$ cat config.mk
export PLATFORM = sky130hd
export DESIGN_NAME = keypad_encoder_db
export DESIGN_NICKNAME = d
export VERILOG_FILES = /design/src/rtl/keypad_pkg.sv /design/src/rtl/keypad_encoder_db_tick_gen.sv /design/src/rtl/keypad_encoder_db.sv
export SDC_FILE = /design/constraint.sdc
export NUM_CORES = 1
export LEC_CHECK = 0
export CAP_MARGIN = 20
export CORE_ASPECT_RATIO = 1.75
export CORE_UTILIZATION = 45
export DETAILED_ROUTE_END_ITERATION = 8
export DONT_BUFFER_PORTS = 1
export REMOVE_ABC_BUFFERS = 1
export SLEW_MARGIN = 20
export SYNTH_ARGS = -nofsm -noshare
export SYNTH_HDL_FRONTEND = slang
export SYNTH_SLANG_ARGS = --single-unit
$ cat constraint.sdc
create_clock -name clk -period 2.7 [get_ports clk]
set_input_delay 0.405 -clock clk [delete_from_list [all_inputs] [get_ports clk]]
set_output_delay 0.405 -clock clk [all_outputs]
set_load 0.02 [all_outputs]
$ cat src/rtl/keypad_pkg.sv
// ----------------------------------------------------------------------------
// keypad_pkg
// Shared types and helpers for the keypad encoder.
//   kp_state_e : encoder FSM state (IDLE / DEBOUNCE / HELD / RELEASE)
//   kp_prio_t  : result of kp_prio (any key, highest index, more-than-one)
//   kp_prio()  : priority encode + popcount>1 over a KP_MAX_KEYS-wide vector
// Narrower keypads are zero-extended to KP_MAX_KEYS before calling kp_prio,
// so NUM_KEYS must not exceed KP_MAX_KEYS.
// ----------------------------------------------------------------------------
package keypad_pkg;

    localparam int KP_MAX_KEYS = 32;
    localparam int KP_CODE_W   = 5;

    typedef enum logic [1:0] {
        IDLE     = 2'd0,
        DEBOUNCE = 2'd1,
        HELD     = 2'd2,
        RELEASE  = 2'd3
    } kp_state_e;

    typedef struct packed {
        logic                 valid;
        logic [KP_CODE_W-1:0] code;
        logic                 multi;
    } kp_prio_t;

    // Highest asserted index wins; the count saturates at 2 since only
    // "more than one" is of interest.
    function automatic kp_prio_t kp_prio(input logic [KP_MAX_KEYS-1:0] keys);
        kp_prio_t r;
        int       n;
        r = '0;
        n = 0;
        for (int i = 0; i < KP_MAX_KEYS; i++) begin
            if (keys[i]) begin
                r.valid = 1'b1;
                r.code  = KP_CODE_W'(i);
                if (n < 2) n = n + 1;
            end
        end
        r.multi = (n > 1);
        return r;
    endfunction

endpackage

$ cat src/rtl/keypad_encoder_db_tick_gen.sv
// ----------------------------------------------------------------------------
// tick_gen
// Free-running square wave: pgt_1Hz toggles every HALF_PERIOD clk cycles.
//   clk     : system clock
//   rst     : asynchronous active-high reset (pgt_1Hz = 0, counter = 0)
//   pgt_1Hz : square wave output, period 2*HALF_PERIOD cycles
// ----------------------------------------------------------------------------
module tick_gen #(
    parameter int HALF_PERIOD = 25
) (
    input  logic clk,
    input  logic rst,
    output logic pgt_1Hz
);

    localparam int CW = (HALF_PERIOD > 1) ? $clog2(HALF_PERIOD) : 1;

    logic [CW-1:0] cnt_q, cnt_d;
    logic          pgt_q, pgt_d;

    always_comb begin
        cnt_d = cnt_q + 1'b1;
        pgt_d = pgt_q;
        if (cnt_q == CW'(HALF_PERIOD - 1)) begin
            cnt_d = '0;
            pgt_d = ~pgt_q;
        end
    end

    always_ff @(posedge clk or posedge rst) begin
        if (rst) begin
            cnt_q <= '0;
            pgt_q <= 1'b0;
        end else begin
            cnt_q <= cnt_d;
            pgt_q <= pgt_d;
        end
    end

    assign pgt_1Hz = pgt_q;

endmodule

$ cat src/rtl/keypad_encoder_db.sv
// ----------------------------------------------------------------------------
// keypad_encoder_db
// Debounced priority keypad encoder with load strobe and timer tick.
//   clk       : system clock
//   rst       : asynchronous active-high reset
//   keypad    : raw key lines (NUM_KEYS), 1 = pressed, may bounce
//   enablen   : active-low enable; high forces the encoder idle
//   D         : code of the last accepted key (CODE_W)
//   loadn     : active-low one-cycle strobe, D valid while low
//   multi_key : registered, high while more than one key line is asserted
//   pgt_1Hz   : square wave, period 2*HALF_PERIOD cycles
// Optional: define KEYPAD_AUTOREPEAT_EN to add held-key auto-repeat
// (REPEAT_DELAY cycles to first repeat, then every REPEAT_PERIOD cycles).
// ----------------------------------------------------------------------------
module keypad_encoder_db
    import keypad_pkg::*;
#(
    parameter int NUM_KEYS        = 10,
    parameter int CODE_W          = 4,
    parameter int DEBOUNCE_CYCLES = 4,
    parameter int HALF_PERIOD     = 25
`ifdef KEYPAD_AUTOREPEAT_EN
    ,
    parameter int REPEAT_DELAY    = 50,
    parameter int REPEAT_PERIOD   = 10
`endif
) (
    input  logic                clk,
    input  logic                rst,
    input  logic [NUM_KEYS-1:0] keypad,
    input  logic                enablen,
    output logic [CODE_W-1:0]   D,
    output logic                loadn,
    output logic                multi_key,
    output logic                pgt_1Hz
);

    localparam int CNT_W = (DEBOUNCE_CYCLES > 1) ? $clog2(DEBOUNCE_CYCLES) : 1;

    logic [KP_MAX_KEYS-1:0] keys_ext;
    kp_prio_t               prio;
    logic [CODE_W-1:0]      cand_code;
    logic                   unused_prio_code;

    kp_state_e         state_q, state_d;
    logic [CODE_W-1:0] code_q,  code_d;
    logic [CNT_W-1:0]  cnt_q,   cnt_d;
    logic [CODE_W-1:0] dout_q,  dout_d;
    logic              loadn_q, loadn_d;
    logic              multi_q, multi_d;

`ifdef KEYPAD_AUTOREPEAT_EN
    localparam int RPT_MAX = (REPEAT_DELAY > REPEAT_PERIOD) ? REPEAT_DELAY : REPEAT_PERIOD;
    localparam int RPT_W   = (RPT_MAX > 1) ? $clog2(RPT_MAX) : 1;

    logic [RPT_W-1:0] rpt_q, rpt_d;
    logic             rpt_first_q, rpt_first_d;  // still waiting for the first repeat
`endif

    assign keys_ext         = KP_MAX_KEYS'(keypad);
    assign prio             = kp_prio(keys_ext);
    assign cand_code        = CODE_W'(prio.code);
    assign unused_prio_code = ^prio.code;

    always_comb begin
        state_d = state_q;
        code_d  = code_q;
        cnt_d   = cnt_q;
        dout_d  = dout_q;
        loadn_d = 1'b1;
        multi_d = prio.multi;
`ifdef KEYPAD_AUTOREPEAT_EN
        // Repeat tracking clears whenever the FSM is not sitting in HELD.
        rpt_d       = '0;
        rpt_first_d = 1'b1;
`endif
        if (enablen) begin
            state_d = IDLE;
            cnt_d   = '0;
        end else begin
            case (state_q)
                IDLE: begin
                    if (prio.valid) begin
                        code_d  = cand_code;
                        cnt_d   = '0;
                        state_d = DEBOUNCE;
                    end
                end
                DEBOUNCE: begin
                    if (!prio.valid) begin
                        cnt_d   = '0;
                        state_d = IDLE;
                    end else if (cand_code != code_q) begin
                        code_d = cand_code;
                        cnt_d  = '0;
                    end else if (cnt_q == CNT_W'(DEBOUNCE_CYCLES - 1)) begin
                        dout_d  = code_q;
                        loadn_d = 1'b0;
                        cnt_d   = '0;
                        state_d = HELD;
                    end else begin
                        cnt_d = cnt_q + 1'b1;
                    end
                end
                HELD: begin
                    // A different key while held is ignored until full release.
                    if (!prio.valid) begin
                        cnt_d   = '0;
                        state_d = RELEASE;
                    end else begin
`ifdef KEYPAD_AUTOREPEAT_EN
                        rpt_first_d = rpt_first_q;
                        if (rpt_first_q ? (rpt_q == RPT_W'(REPEAT_DELAY - 1))
                                        : (rpt_q == RPT_W'(REPEAT_PERIOD - 1))) begin
                            loadn_d     = 1'b0;
                            rpt_d       = '0;
                            rpt_first_d = 1'b0;
                        end else begin
                            rpt_d = rpt_q + 1'b1;
                        end
`endif
                    end
                end
                RELEASE: begin
                    // Re-assertion here is release bounce: back to HELD, no strobe.
                    if (prio.valid) begin
                        cnt_d   = '0;
                        state_d = HELD;
                    end else if (cnt_q == CNT_W'(DEBOUNCE_CYCLES - 1)) begin
                        cnt_d   = '0;
                        state_d = IDLE;
                    end else begin
                        cnt_d = cnt_q + 1'b1;
                    end
                end
                default: state_d = IDLE;
            endcase
        end
    end

    always_ff @(posedge clk or posedge rst) begin
        if (rst) begin
            state_q <= IDLE;
            code_q  <= '0;
            cnt_q   <= '0;
            dout_q  <= '0;
            loadn_q <= 1'b1;
            multi_q <= 1'b0;
        end else begin
            state_q <= state_d;
            code_q  <= code_d;
            cnt_q   <= cnt_d;
            dout_q  <= dout_d;
            loadn_q <= loadn_d;
            multi_q <= multi_d;
        end
    end

`ifdef KEYPAD_AUTOREPEAT_EN
    always_ff @(posedge clk or posedge rst) begin
        if (rst) begin
            rpt_q       <= '0;
            rpt_first_q <= 1'b1;
        end else begin
            rpt_q       <= rpt_d;
            rpt_first_q <= rpt_first_d;
        end
    end
`endif

    tick_gen #(
        .HALF_PERIOD (HALF_PERIOD)
    ) u_tick_gen (
        .clk     (clk),
        .rst     (rst),
        .pgt_1Hz (pgt_1Hz)
    );

    assign D         = dout_q;
    assign loadn     = loadn_q;
    assign multi_key = multi_q;

endmodule

# Word level (Yosys, flattened, before mapping)
# Index checks and enable logic that the tools add are counted.
# op_classes
n_lt_le_gt_ge	10
addsub	11
n_reduce_logical	6
bitwise	3
n_eq_ne	14
mux	56
# op_table
operator	n
32-bit 2-to-1 mux	18
32-bit by 2-bit adder with 32-bit output, second input constant	9
32-bit by 3-bit < comparator with 1-bit output, second input constant	9
6-bit 2-to-1 mux	10
32-bit by 2-bit > comparator with 1-bit output, second input constant	1
2-bit 2-to-1 mux	15
2-bit one-hot mux with 4 select lines	2
5-bit AND reduction	3
4-bit 2-to-1 mux	3
4-bit != test, second input constant	3
4-bit one-hot mux with 2 select lines	1
2-bit equality test, second input constant	3
1-bit 2-to-1 mux	6
2-bit != test, second input constant	3
3-bit != test, second input constant	2
5-bit by 1-bit adder with 5-bit output, second input constant	1
5-bit equality test, second input constant	1
5-bit 2-to-1 mux	1
4-bit != test	1
1-bit NOT	3
2-bit by 1-bit adder with 2-bit output, second input constant	1
2-bit by 1-bit equality test with 1-bit output, second input constant	1
2-bit zero test	1
2-bit AND reduction	1
2-bit nonzero test	1
# word_totals
output_inout_bits	7
elab_cells	108
regBits	20
input_bits	13

# Logic depth before layout (Yosys ltp)
# depth
ltp_word	29
depth_mapped	26
depth_no_buf	26

# By module
# From an unflattened synthesis, not the netlist that was laid out.
# unflattened
cells_unflattened	170
hier_area_um2	1546.5
# modules_own_cells
mod	area_each_um2	cells_per_inst	seq_area_each_um2	n_inst
keypad_encoder_db	1260.0	142	351.6	1
tick_gen	286.5	28	150.1	1

# Worst setup path before layout
# Ideal clock, no wire load.
# synth_timing
kind	input to register
from	input keypad[0]
to	register multi_q (netlist: multi_key)
n_path_buf	0
t_arrival_ns	4.984
cell_stages	23
setup_slack_ns	-2.421
setup_ns	0.137
cell_sequence	inv_1 -> ha_1 -> mux2_2 -> a211oi_1 -> inv_1 -> ha_1 -> and2_1 -> a2111oi_4 -> inv_1 -> ha_1 -> nand3_1 -> nand2_1 -> ha_1 -> nand2_1 -> o211ai_1 -> ha_1 -> a31o_2 -> ha_1 -> a32o_1 -> a21o_1 -> ha_1 -> o21ai_0 -> nand4_1
# synth_between
elab_chain_len	29
elab_cells_between_ends	38
# synth_lines
element	line_no	text
from (decl)	keypad_encoder_db.sv:30	input logic [NUM_KEYS-1:0] keypad,
1-bit 2-to-1 mux (*)	keypad_pkg.sv:36	if (keys[i]) begin
32-bit by 2-bit adder with 32-bit output or 32-bit by 3-bit < comparator with 1-bit output (tied branches)	keypad_pkg.sv:39	if (n < 2) n = n + 1;
32-bit 2-to-1 mux	keypad_pkg.sv:39	
32-bit 2-to-1 mux (*)	keypad_pkg.sv:36	
32-bit by 2-bit adder with 32-bit output or 32-bit by 3-bit < comparator with 1-bit output (tied branches)	keypad_pkg.sv:39	
32-bit 2-to-1 mux	keypad_pkg.sv:39	
32-bit 2-to-1 mux (*)	keypad_pkg.sv:36	
32-bit by 2-bit adder with 32-bit output or 32-bit by 3-bit < comparator with 1-bit output (tied branches)	keypad_pkg.sv:39	
[... 14 more ...]	-	
32-bit by 2-bit adder with 32-bit output or 32-bit by 3-bit < comparator with 1-bit output (tied branches)	keypad_pkg.sv:39	
32-bit 2-to-1 mux	keypad_pkg.sv:39	
32-bit 2-to-1 mux (*)	keypad_pkg.sv:36	
32-bit by 2-bit adder with 32-bit output or 32-bit by 3-bit < comparator with 1-bit output (tied branches)	keypad_pkg.sv:39	
32-bit 2-to-1 mux	keypad_pkg.sv:39	
32-bit 2-to-1 mux (*)	keypad_pkg.sv:36	
32-bit by 2-bit > comparator with 1-bit output (*)	keypad_pkg.sv:42	r.multi = (n > 1);
named net multi_d	keypad_encoder_db.sv:50	logic multi_q, multi_d;
to (signal assigned)	keypad_encoder_db.sv:155	multi_q <= multi_d;
to (decl)	keypad_encoder_db.sv:50	
# Mark *: on every way through the listed nets, which the timed path passes. The rest lies on a longest branch.
# A chain may end at the register's enable or synchronous reset.

# Final worst setup path
# layout_timing
from	input keypad[1]
to	register multi_q (netlist: multi_key)
# layout_between
elab_chain_len	26
elab_cells_between_ends	34
# layout_lines
element	line_no
32-bit 2-to-1 mux (*)	keypad_pkg.sv:36
32-bit by 2-bit adder with 32-bit output or 32-bit by 3-bit < comparator with 1-bit output (tied branches)	keypad_pkg.sv:39
32-bit 2-to-1 mux	keypad_pkg.sv:39
32-bit 2-to-1 mux (*)	keypad_pkg.sv:36
32-bit by 2-bit adder with 32-bit output or 32-bit by 3-bit < comparator with 1-bit output (tied branches)	keypad_pkg.sv:39
32-bit 2-to-1 mux	keypad_pkg.sv:39
32-bit 2-to-1 mux (*)	keypad_pkg.sv:36
32-bit by 2-bit adder with 32-bit output or 32-bit by 3-bit < comparator with 1-bit output (tied branches)	keypad_pkg.sv:39
[... 11 more ...]	-
32-bit by 2-bit adder with 32-bit output or 32-bit by 3-bit < comparator with 1-bit output (tied branches)	keypad_pkg.sv:39
32-bit 2-to-1 mux	keypad_pkg.sv:39
32-bit 2-to-1 mux (*)	keypad_pkg.sv:36
32-bit by 2-bit adder with 32-bit output or 32-bit by 3-bit < comparator with 1-bit output (tied branches)	keypad_pkg.sv:39
32-bit 2-to-1 mux	keypad_pkg.sv:39
32-bit 2-to-1 mux (*)	keypad_pkg.sv:36
32-bit by 2-bit > comparator with 1-bit output (*)	keypad_pkg.sv:42
named net multi_d	keypad_encoder_db.sv:50
# Marks and branches as above.

==> impl_metrics.yaml <==
status:
  status: "finished with violations"
  violations: "setup timing"
clock_network:
  cts_tree: "yes"
  clk_pin_slew_ns: 0.07
  cts_buffers: 3
  clock_sinks: 20
  clockBufferDepth: 2
  holdBufCountCts: 0
  clk_latency_ns: 0.25
  cts_root_buffer: "clkbuf_8"
  h-tree-depth: 1
route:
  wl_mm: 3.280
  antenna_left: 0
  vias_per_cell: 5.732
  drcViolationCount: 0
  dr.first_iter.drc_count: 18
  route.vias.total: 1307
  dr_wl_met3_um: 115
  drt-met1-wl_mm: 1.235
  wl_met2_mm: 1.866
  post_drt_wl_per_cell_um: 14.39
  drt_pass1_iterations: 4
  top_layer_used: "met4"
power_and_ir_drop:
  power.density_nw_per_um2: 491.4
  p_leak_nw: 0.8393
  ir_drop_uv: 293.0
timing:
  finalHoldViolCount: 0
  finalCriticalPeriod_ns: 4.299
  max_slew_margin_pct: 50.75
  tns_ns: -1.599
  final.period_utilization_pct: 159.2
  max_freq_mhz: 232.6
  finClkSkew_ns: 0.003990
  report.final.slew_viol_count: 0
  rsz0062_at_grt: "yes"
  tightest_slew_ns: 0.7380
  setup_violations: 1
  fin_ws_ns: -1.599
yosys:
  syn_area_um2: 1531
  yosysWarnings: 0
  synth.distinct_cells: 46
  syn-mean-instance-area_um2: 9.170
  synth_xor_area_share_pct: 4.575
  synthCells: 167
  muxShareOfSynthArea_pct: 7.108
  synth_compound_area_share_pct: 20.02
  synth_fa_ha_area_share_pct: 9.804
  synth_ff_type: "dfrtp_1"
  synth-seq-cells: 20
  synthSimpleGateAreaFrac_pct: 19.69
  synth_area_leaders: "dfrtp_1, ha_1, mux2_2"
  ys_seq_area_share_pct: 32.76
  synthArstFlopShare_pct: 100.0
  synth_top_area_cell: "dfrtp_1"
  synth_top_family_by_area: "compound AO/OA/AOI/OAI gates"
  synth_edf_count: 0
  synth.top_cell.area_share_pct: 31.05
global_routing:
  gr-usage-all-layers_pct: 19.89
  grt_overflow: 0
  antenna_found_initial: 0
  grt_max_degree: 21
  grt_pass1_wl_mm: 5.513
  grt_pass1_vias: 1331
place:
  place_area_um2: 1658
  io_buffers: 0
  post-place-cells: 218
  gp_congestion: 0.6875
  pre_cts_slack_ns: -2.455
  hpwl_mm: 2.374
run:
  max-cap-violations: 0
setup_path:
  path_delay_family: "adder cells"
  crit_chain: "inv_12 > ha_4 > mux2_4 > a211oi_2 > inv_1 > ha_1 > and2_4 > a2111oi_4 > inv_1 > ha_4 > buf_4 > nor3_4 > nor3_2 > xnor2_1 > inv_1 > ha_1 > a31o_4 > ha_4 > a32o_1 > a21o_1 > ha_1 > o21ai_1 > nand4_1"
  start_kind: "input pin"
  crit_start: "keypad[1]"
  r2r-end: "D[3]"
  crit_path_max_incr_delay_ns: 0.30
  rr_startpoint: "code_q[2]"
  crit_type: "input pin to flip-flop"
  worstPathArrival_ns: 4.43
  r2r_setup_slack_ns: 0.57
  cp.required_ns: 2.83
  slowest_stage: "ha_1"
  cp_max_fo: 3
  path_buf_inv: 5
  worst-r2r-cell-count: 6
  cp-end-kind: "flip-flop"
worst_hold_path:
  hold_class: "input pin to async pin"
finish:
  antenna_cells: 0
  syn_to_final_growth_pct: 27.53
  design_area_um2: 1953
  nets: 211
  instances_no_fill: 228
  drive_gt1_share_pct: 32.97
die:
  io_pins: 20
  die_w_um: 46.10
  coreArea_um2: 3209
  die_y_um: 79.18
  initial_core_util_pct: 47.72
  dieArea_um2: 3650
  rows: 27
## final cells by class
| type | instances | area, µm² |
|---|---|---|
| multi-input combinational | 127 | 1111 |
| timing repair buffer | 22 | 168.9 |
| fill | 299 | 1256 |
| clock buffer | 4 | 55.05 |
| sequential | 20 | 501.7 |
| tap | 43 | 53.80 |
| inverter | 12 | 62.56 |
## worst max path at each step
stage / endpoint / cells after the start
3_3_place_gp: multi_key / 23
2_1_floorplan: multi_key / 23
4_1_cts: multi_key / 23
5_1_grt: multi_key / 25
3_5_place_dp: multi_key / 23
6_report: multi_key / 23
## cell families after synthesis
kind of cell	after synthesis
adders and majority gates	12
and+or+nand+nor	58
AOI/OAI and AO/OA	39
muxes	10
xor gates and xnor gates	8
buffers and inverters	20
DFF	20
## power breakdown
part | leakage (nW) | internal [mW] | switching, mW
clock network | 0.0288 | 0.130 | 0.0964
logic | 0.565 | 0.219 | 0.192
registers | 0.245 | 0.309 | 0.0130
total | 0.839 | 0.658 | 0.301
## cell usage in the layout (no fill, tap or decap), types with 2 or more instances in the layout
cell / instances
nand2b_1: 2
o21ai_0: 7
a31oi_1: 4
nand3_4: 2
nand3_1: 5
a21o_1: 2
a21boi_0: 2
buf_4: 21
nand2_2: 3
mux2_1: 2
nor2b_1: 2
xnor2_2: 2
xor2_1: 3
o21ai_1: 2
inv_1: 10
ha_4: 4
o211ai_1: 4
ha_1: 8
mux2i_1: 3
nor2_1: 13
nand2_1: 12
clkbuf_8: 4
xnor2_1: 2
a2111oi_4: 2
o21a_1: 2
and4_1: 2
dfrtp_1: 19
a21oi_1: 3
mux2_2: 4
nor3_1: 3
## repair_timing
item | 4_1_cts | 5_1_grt
buffers inserted | 7 | 0
pin swaps | 26 | 9
resized for setup | 32 | 9
setup endpoints to repair | 1 | 1
## metrics by stage
stage | total power, mW | utilization, % | hold slack, ns
final | 0.9598 | 60.86 | 0.1592
after CTS | 0.9218 | 59.42 | 0.1902
after global routing | 1.019 | 60.86 | 0.1938
after detailed placement | 0.6088 | 51.66 | 0.4630
after global placement | 0.5939 | 51.66 | 0.4563
after floorplan | 0.5117 | - | 0.3681
## per-layer routing
layer,track usage [%],up-vias
met5,0,-
met4,8.824,0
met3,2.045,5
met2,37.04,29
met1,20.66,642
li1,-,631
## sequential cells by signal, indices dropped and copies added, names as in the netlist
name	cells
u_tick_gen.cnt_q	5
D	4
code_q	4
u_tick_gen.pgt_1Hz	1
loadn	1
cnt_q	2
multi_key	1
state_q	2
## cells in the mapped netlist (all sizes together), types with 2 or more instances
cell type  number
a21boi          2
o21a            2
a2111oi         2
dfrtp          19
nor2           14
o211ai          4
nand2b          2
inv            12
a311oi          2
a21o            2
nor3            5
ha             12
xor2            4
nor2b           4
a21oi           3
clkbuf          2
and4            2
mux2i           3
buf             6
nand2          15
o21ai          10
xnor2           4
nand3           8
mux2            7
a31oi           4
## worst register-to-register path, stage by stage (launching register included)
cell,delay (ns)
dfrtp_1,0.42
nor2_1,0.11
nand3_1,0.11
o21a_1,0.15
a2111oi_4,0.49
and4_1,0.38
mux2_2,0.36
(Power assumes the default switching activity.)
